`config.mk`:
```
export PLATFORM = sky130hd
export DESIGN_NAME = pw_multi_pattern_matcher
export DESIGN_NICKNAME = d
export VERILOG_FILES = /design/src/rtl/pw_multi_pattern_matcher.sv
export SDC_FILE = /design/constraint.sdc
export NUM_CORES = 1
export LEC_CHECK = 0
export ABC_AREA = 0
export CELL_PAD_IN_SITES_DETAIL_PLACEMENT = 1
export CELL_PAD_IN_SITES_GLOBAL_PLACEMENT = 1
export CORE_ASPECT_RATIO = 0.9
export CORE_MARGIN = 1
export CORE_UTILIZATION = 44
export DETAILED_ROUTE_END_ITERATION = 6
export PLACE_DENSITY_LB_ADDON = 0.25
export SLEW_MARGIN = 10
export SYNTH_ARGS = -nofsm -noshare
export SYNTH_HDL_FRONTEND = slang
export SYNTH_SLANG_ARGS = --single-unit
```
`constraint.sdc`:
```
create_clock -name fe_clk -period 8.6 [get_ports fe_clk]
set_clock_uncertainty 0.05 [all_clocks]
set_input_delay 1.72 -clock fe_clk [delete_from_list [all_inputs] [get_ports fe_clk]]
set_output_delay 1.72 -clock fe_clk [all_outputs]
set_load 0.02 [all_outputs]
```
`src/rtl/pw_multi_pattern_matcher.sv`:
```
// ----------------------------------------------------------------------------
// PwMultiPatternMatcher
//
// Purpose:
//   Sliding-window byte pattern matcher for the front-end data stream.
//   pCHANNELS independent pattern/mask slots each have their own length.
//   Every slot is compared against a shared history shift register, so
//   overlapping and self-similar patterns are always found. On top of the
//   matching the block provides:
//     - one-shot or continuous arming,
//     - a saturating match counter,
//     - a sticky match flag,
//     - reporting of the first slot that matched.
//
// Ports:
//   fe_clk            front-end clock (only clock)
//   reset_n           asynchronous active-low reset
//   I_arm             level, enables matching
//   I_oneshot         1 = disarm (DONE) after the first match
//   I_clear           pulse, clears sticky flag, counter and first channel
//   I_channel_enable  per-slot enable
//   I_pattern         slot c at [c*pPATTERN_BYTES*8 +: pPATTERN_BYTES*8];
//                     byte 0 is compared with the oldest byte of the window
//   I_mask            same layout as I_pattern, bit 1 = compare that bit
//   I_pattern_bytes   per-slot length L, 8 bits per slot
//   I_fe_data         stream byte
//   I_fe_data_valid   stream byte qualifier
//   O_match           registered one-cycle per-slot match pulse
//   O_match_any       OR of O_match
//   O_match_sticky    set on any match, held until I_clear
//   O_match_count     saturating count of match cycles
//   O_first_channel   lowest-index slot of the first match since clear
//   O_armed           high while in ARMED
// ----------------------------------------------------------------------------
module pw_multi_pattern_matcher #(
    parameter int pPATTERN_BYTES = 8,
    parameter int pCHANNELS      = 2,
    parameter int pCOUNT_WIDTH   = 16
) (
    input  logic                                  fe_clk,
    input  logic                                  reset_n,
    input  logic                                  I_arm,
    input  logic                                  I_oneshot,
    input  logic                                  I_clear,
    input  logic [pCHANNELS-1:0]                  I_channel_enable,
    input  logic [pCHANNELS*pPATTERN_BYTES*8-1:0] I_pattern,
    input  logic [pCHANNELS*pPATTERN_BYTES*8-1:0] I_mask,
    input  logic [pCHANNELS*8-1:0]                I_pattern_bytes,
    input  logic [7:0]                            I_fe_data,
    input  logic                                  I_fe_data_valid,
    output logic [pCHANNELS-1:0]                  O_match,
    output logic                                  O_match_any,
    output logic                                  O_match_sticky,
    output logic [pCOUNT_WIDTH-1:0]               O_match_count,
    output logic [2:0]                            O_first_channel,
    output logic                                  O_armed
);

    localparam int FILL_W = $clog2(pPATTERN_BYTES + 1);
    localparam int SLOT_W = pPATTERN_BYTES * 8;

    typedef enum logic [1:0] {
        ST_IDLE  = 2'd0,
        ST_ARMED = 2'd1,
        ST_DONE  = 2'd2
    } state_t;

    state_t                               r_state;
    state_t                               w_state_next;
    logic [pPATTERN_BYTES-1:0][7:0]       r_hist;
    logic [pPATTERN_BYTES-1:0][7:0]       w_hist_next;
    logic [FILL_W-1:0]                    r_fill;
    logic [FILL_W-1:0]                    w_fill_next;
    logic                                 w_shift;
    logic [pCHANNELS-1:0]                 w_hit;
    logic                                 w_hit_any;
    logic [2:0]                           w_hit_first;
    logic [pCHANNELS-1:0]                 r_match;
    logic                                 r_sticky;
    logic [pCOUNT_WIDTH-1:0]              r_count;
    logic [2:0]                           r_first;

    // History window as it will look after the current byte is accepted.
    // The match logic evaluates this view, so the completing byte is seen
    // in the same cycle it arrives. The fill level tells how many entries
    // of the window hold real stream bytes since arming.
    always_comb begin
        w_shift     = (r_state == ST_ARMED) && I_fe_data_valid;
        w_hist_next = r_hist;
        w_fill_next = r_fill;
        if (w_shift) begin
            for (int i = pPATTERN_BYTES - 1; i > 0; i--) begin
                w_hist_next[i] = r_hist[i-1];
            end
            w_hist_next[0] = I_fe_data;
            if (int'(r_fill) < pPATTERN_BYTES) begin
                w_fill_next = r_fill + 1'b1;
            end
        end
    end

    // Per-slot comparison. Pattern byte i lines up with window entry L-1-i,
    // so pattern byte 0 meets the oldest byte of an L-byte window.
    // Lengths outside 1..pPATTERN_BYTES disable the slot entirely.
    always_comb begin
        int  len;
        logic ok;
        w_hit = '0;
        for (int c = 0; c < pCHANNELS; c++) begin
            len = int'(I_pattern_bytes[c*8 +: 8]);
            ok  = w_shift && I_channel_enable[c] && (len >= 1) &&
                  (len <= pPATTERN_BYTES) && (int'(w_fill_next) >= len);
            for (int i = 0; i < pPATTERN_BYTES; i++) begin
                if ((i < len) && (len <= pPATTERN_BYTES)) begin
                    if (((w_hist_next[len-1-i] ^ I_pattern[c*SLOT_W + i*8 +: 8]) &
                         I_mask[c*SLOT_W + i*8 +: 8]) != 8'h00) begin
                        ok = 1'b0;
                    end
                end
            end
            w_hit[c] = ok;
        end
    end

    // The lowest-index hitting slot wins, so scan from the top down.
    always_comb begin
        w_hit_any   = |w_hit;
        w_hit_first = 3'd0;
        for (int c = pCHANNELS - 1; c >= 0; c--) begin
            if (w_hit[c]) begin
                w_hit_first = 3'(c);
            end
        end
    end

    // Next-state logic. The match is computed from the current state, so a
    // byte that arrives while I_arm falls is still evaluated.
    always_comb begin
        w_state_next = r_state;
        case (r_state)
            ST_IDLE: begin
                if (I_arm) begin
                    w_state_next = ST_ARMED;
                end
            end
            ST_ARMED: begin
                if (!I_arm) begin
                    w_state_next = ST_IDLE;
                end else if (w_hit_any && I_oneshot) begin
                    w_state_next = ST_DONE;
                end
            end
            ST_DONE: begin
                if (!I_arm) begin
                    w_state_next = ST_IDLE;
                end
            end
            default: begin
                w_state_next = ST_IDLE;
            end
        endcase
    end

    // State, history and fill registers.
    // Entering ARMED restarts the fill level, so stale history bytes can
    // never complete a match. The history is only frozen, never wiped,
    // outside reset.
    always_ff @(posedge fe_clk or negedge reset_n) begin
        if (!reset_n) begin
            r_state <= ST_IDLE;
            r_hist  <= '0;
            r_fill  <= '0;
        end else begin
            r_state <= w_state_next;
            r_hist  <= w_hist_next;
            if ((r_state == ST_IDLE) && I_arm) begin
                r_fill <= '0;
            end else begin
                r_fill <= w_fill_next;
            end
        end
    end

    // Match pulse and status.
    // These update on the same edge that registers the pulse. A clear is
    // applied first, then a coincident match, so clear+match leaves
    // count=1 and sticky set.
    always_ff @(posedge fe_clk or negedge reset_n) begin
        if (!reset_n) begin
            r_match  <= '0;
            r_sticky <= 1'b0;
            r_count  <= '0;
            r_first  <= 3'd0;
        end else begin
            r_match <= w_hit;
            if (I_clear) begin
                r_sticky <= 1'b0;
                r_count  <= '0;
                r_first  <= 3'd0;
            end
            if (w_hit_any) begin
                r_sticky <= 1'b1;
                if (I_clear || !r_sticky) begin
                    r_first <= w_hit_first;
                end
                if (I_clear) begin
                    r_count <= pCOUNT_WIDTH'(1);
                end else if (r_count != {pCOUNT_WIDTH{1'b1}}) begin
                    r_count <= r_count + 1'b1;
                end
            end
        end
    end

    assign O_match         = r_match;
    assign O_match_any     = |r_match;
    assign O_match_sticky  = r_sticky;
    assign O_match_count   = r_count;
    assign O_first_channel = r_first;
    assign O_armed         = (r_state == ST_ARMED);

endmodule
```
==> results of run 1 <==
-- cell usage after synthesis, types with 5 or more instances --
| library cell | instances |
|---|---|
| a32oi_1 | 7 |
| o21a_1 | 5 |
| mux4_2 | 129 |
| xor2_1 | 92 |
| nand4_1 | 17 |
| dfrtp_1 | 92 |
| or3_1 | 9 |
| nand3_1 | 52 |
| buf_2 | 54 |
| buf_4 | 19 |
| a22o_1 | 10 |
| nand2_1 | 322 |
| ha_1 | 16 |
| nor4_1 | 7 |
| a2111oi_0 | 8 |
| nor3_1 | 16 |
| o21ai_0 | 41 |
| nor2_1 | 85 |
| o31a_1 | 5 |
| o221ai_1 | 6 |
| a211oi_1 | 28 |
| o22ai_1 | 7 |
| a21oi_1 | 51 |
| and3_1 | 20 |
| a31oi_1 | 14 |
| a222oi_1 | 9 |
| a22oi_1 | 27 |
| a21o_1 | 7 |
| nand2b_1 | 14 |
| mux2i_1 | 315 |
| buf_6 | 8 |
| a221oi_1 | 16 |
| clkbuf_1 | 76 |
| buf_1 | 23 |
| xnor2_1 | 35 |
| inv_1 | 26 |
| o211ai_1 | 28 |
| nor2b_1 | 9 |
| o31ai_1 | 6 |
| and2_1 | 7 |
| mux2_2 | 39 |
-- per-stage QoR --
step / area (um2) / util (%) / hold slack (ns) / instances / setup WS (ns)
detailed placement: 19340 / 54.53 / 0.4413 / 2466 / 0.6809
CTS: 19640 / 55.37 / 0.4525 / 2482 / 1.032
floorplan: 16020 / - / 0.4587 / 1818 / 1.885
finish: 19640 / 55.37 / 0.4491 / 2482 / 0.7247
global route: 19640 / 55.37 / 0.4875 / 2482 / 0.5552
global placement: 19340 / 54.53 / 0.4346 / 2466 / 1.010
-- cells by family (layout without fill, tap and decap cells) --
kind of cell             Yosys count  in the layout  synth area share (%)
AND/OR/NAND/NOR                  576            576                 15.88
multiplexers                     487            487                 41.01
AO/OA/AOI/OAI                    302            302                 13.33
buffers and inverters            211            406                 6.288
XOR/XNOR                         134            134                 7.873
flip-flops                        92             92                 14.37
adder cells (fa/ha/maj)           16             16                 1.250
-- worst register-to-register path, stage by stage (launching register included) --
cell and delay (ns):
dfrtp_1 0.54, and3b_4 0.43, buf_4 0.30, nor2_2 0.88, o211ai_1 0.21, nand4_1 0.18
mux2i_1 0.16, a2111oi_0 1.16, a31oi_1 0.22, a2111oi_0 0.41, nor3b_2 0.44, o21ai_2 0.33
or4_1 0.56, a21oi_1 0.15
-- power breakdown --
group,internal (mW),leakage [nW],switching [mW]
registers,0.497,1.22,0.247
logic,0.945,7.15,1.09
clock network,0.227,0.146,0.188
-- state kept, by name, indices dropped and copies added, names as in the netlist --
| signal | cells |
|---|---|
| r_hist | 64 |
| O_match_count | 16 |
| O_first_channel | 3 |
| r_fill | 4 |
| r_state | 2 |
| O_match_sticky | 1 |
| O_match | 2 |
-- area by class of cell --
type / instances / share of cell area (%)
clock inverters: 7 / 0.3760
multi-input cells: 1515 / 65.21
flip-flops and latches: 92 / 11.72
well taps: 469 / 2.989
clock buffers: 9 / 1.147
inverters: 30 / 0.5735
repair buffers: 360 / 17.98
-- worst max-delay path by stage --
| stage | startpoint | endpoint | slack [ns] | depth (start not counted) |
|---|---|---|---|---|
| 2_1_floorplan | I_pattern_bytes[0] | O_match_count[10] | 1.89 | 20 |
| 3_3_place_gp | I_pattern_bytes[9] | O_match_count[15] | 1.01 | 16 |
| 3_5_place_dp | I_pattern_bytes[9] | O_match_count[15] | 0.68 | 16 |
| 4_1_cts | I_pattern_bytes[9] | O_match_count[15] | 1.03 | 16 |
| 5_1_grt | I_pattern_bytes[9] | O_match_count[15] | 0.56 | 16 |
| 6_report | I_pattern_bytes[9] | O_match_count[15] | 0.72 | 16 |
-- per-layer routing --
layer	GRT usage, %	vias up	wire length (um)
met5	0	-	31
met4	12.36	4	2191
met3	6.450	148	5409
met2	58.19	753	31770
met1	47.10	8261	27340
li1	-	7189	-
==> metrics, run 1 <==
status=finished, final reports clean; Setup CP Type=in -> reg; pin count of the biggest net entering global routing=91; initial antenna violation count=2; Vias/cell=6.589; global-route wire length before repair=101400 um; IO buf count=311; PD cells=162.9 nW/um2; pins over their slew limit=0; Fill cells=4111; initial core utilization=45.18%; static leakage=8.517 nW; min-delay src=O_first_channel[1]; crit-path max FO=63; area added between synthesis and finish=22.57%; R2R Path End=O_match_count[15]; final hold violations=0; Routed WL per cell=26.89 um; number of remaining DRC errors=0; Synth Net Count=2122; Max Root-Sink Buffers=2; unrepaired setup endpoints after global routing=false; Post-Route WL=66740 um; Yosys cell types=74; CP Cell Sequence=clkdlybuf4s50_1 -> inv_1 -> ha_4 -> buf_4 -> mux2_2 -> mux2i_1 -> o22ai_1 -> a211oi_1 -> mux2i_1 -> a2111oi_0 -> a31oi_1 -> a2111oi_0 -> nor3b_2 -> o21ai_2 -> or4_1 -> a21oi_1; all-layer global routing usage=35.56%; CP arrival=8.10 ns; die height=183.0 um; Fmax=0.1270 GHz; Max-cap violations=0; H-tree levels=3; Final ANT Viol Nets=0; number of synthesized flops with an enable pin=0; Sum Neg Setup Slack=0 ns; via count=16360; Worst setup SP type=input pin; hold buffers post-CTS=0; post-synth top area share=19.68%; Worst Hold Class=reg -> reg; number of global-route vias before repair=16790; register clock-pin slew on the reported worst setup and hold paths=0.07 ns; most frequent cells in the layout=322 x nand2_1, 315 x mux2i_1, 308 x clkdlybuf4s50_1; cell row count=65; Crit Reg-Reg Startpoint=r_state[1]; VDD IR max=0.1564 mV; drt pass-1 iters=7; CP peak stage delay=1.05 ns; Tmin final=7.875 ns; cell taking the most area after synthesis=mux2i_1; Ports=312; DRT iter0 DRCs=1576; Design Power=3.198 mW; Post-Syn Instances=1818; synthesized area per cell=8.811 um2; Mapped Area=16020 um2; hpwl dp=51760 um; Final Cycle Share=91.57%; Setup Viol. Count Final=0; Post-CTS Setup Repair Bufs=0; worst slew pin tran=1.344 ns; Worst R2R Path Depth=13; Remaining Overflow, GRT=0; GP Congestion=0.9575; worst-skew pair later-pin latency=0.36 ns; area of the multi-input gates=12800 um2; Core ar.=35460 um2; reg2reg setup slack=2.50 ns; worst rel slew slack=8.075%; CTS tree=done; CP max stage cell=a2111oi_0; layout cells sized above 1=12.87%; CTS Sinks=92; clock root buffer=clkbuf_16; worst hold stages=2; most common flop cell mapped by yosys=dfrtp_1; CP delay by family, top=compound AO/OA/AOI/OAI gates; die width=203.1 um; number of antenna diodes=0; post_cts resized=0; Inserted Clock Buffers=9; YS warnings=0; Hold EP=O_first_channel[1]; fin nets=2312; Post-synth ARST share=100.0%; critical path capture point type=register; Crit path buffers/inverters=3; #FFs+latches synth=92; die area=37170 um2; sequential share of the synthesized area=14.37%; required time worst endpoint=8.83 ns; most common cell after layout, fill and taps aside=nand2_1; Area contributors post-synth=mux2i_1 20%, mux4_2 18%, dfrtp_1 14%; register cell area after layout=2302 um2
Power figures use the tool's default switching activity.
==> run 2: changes to the inputs <==
Settings changed: CTS_BUF_LIST set to sky130_fd_sc_hd__clkbuf_16.
==> results of run 2 <==
Same layout as run 1: the final DEF is identical, and so are final timing and power.
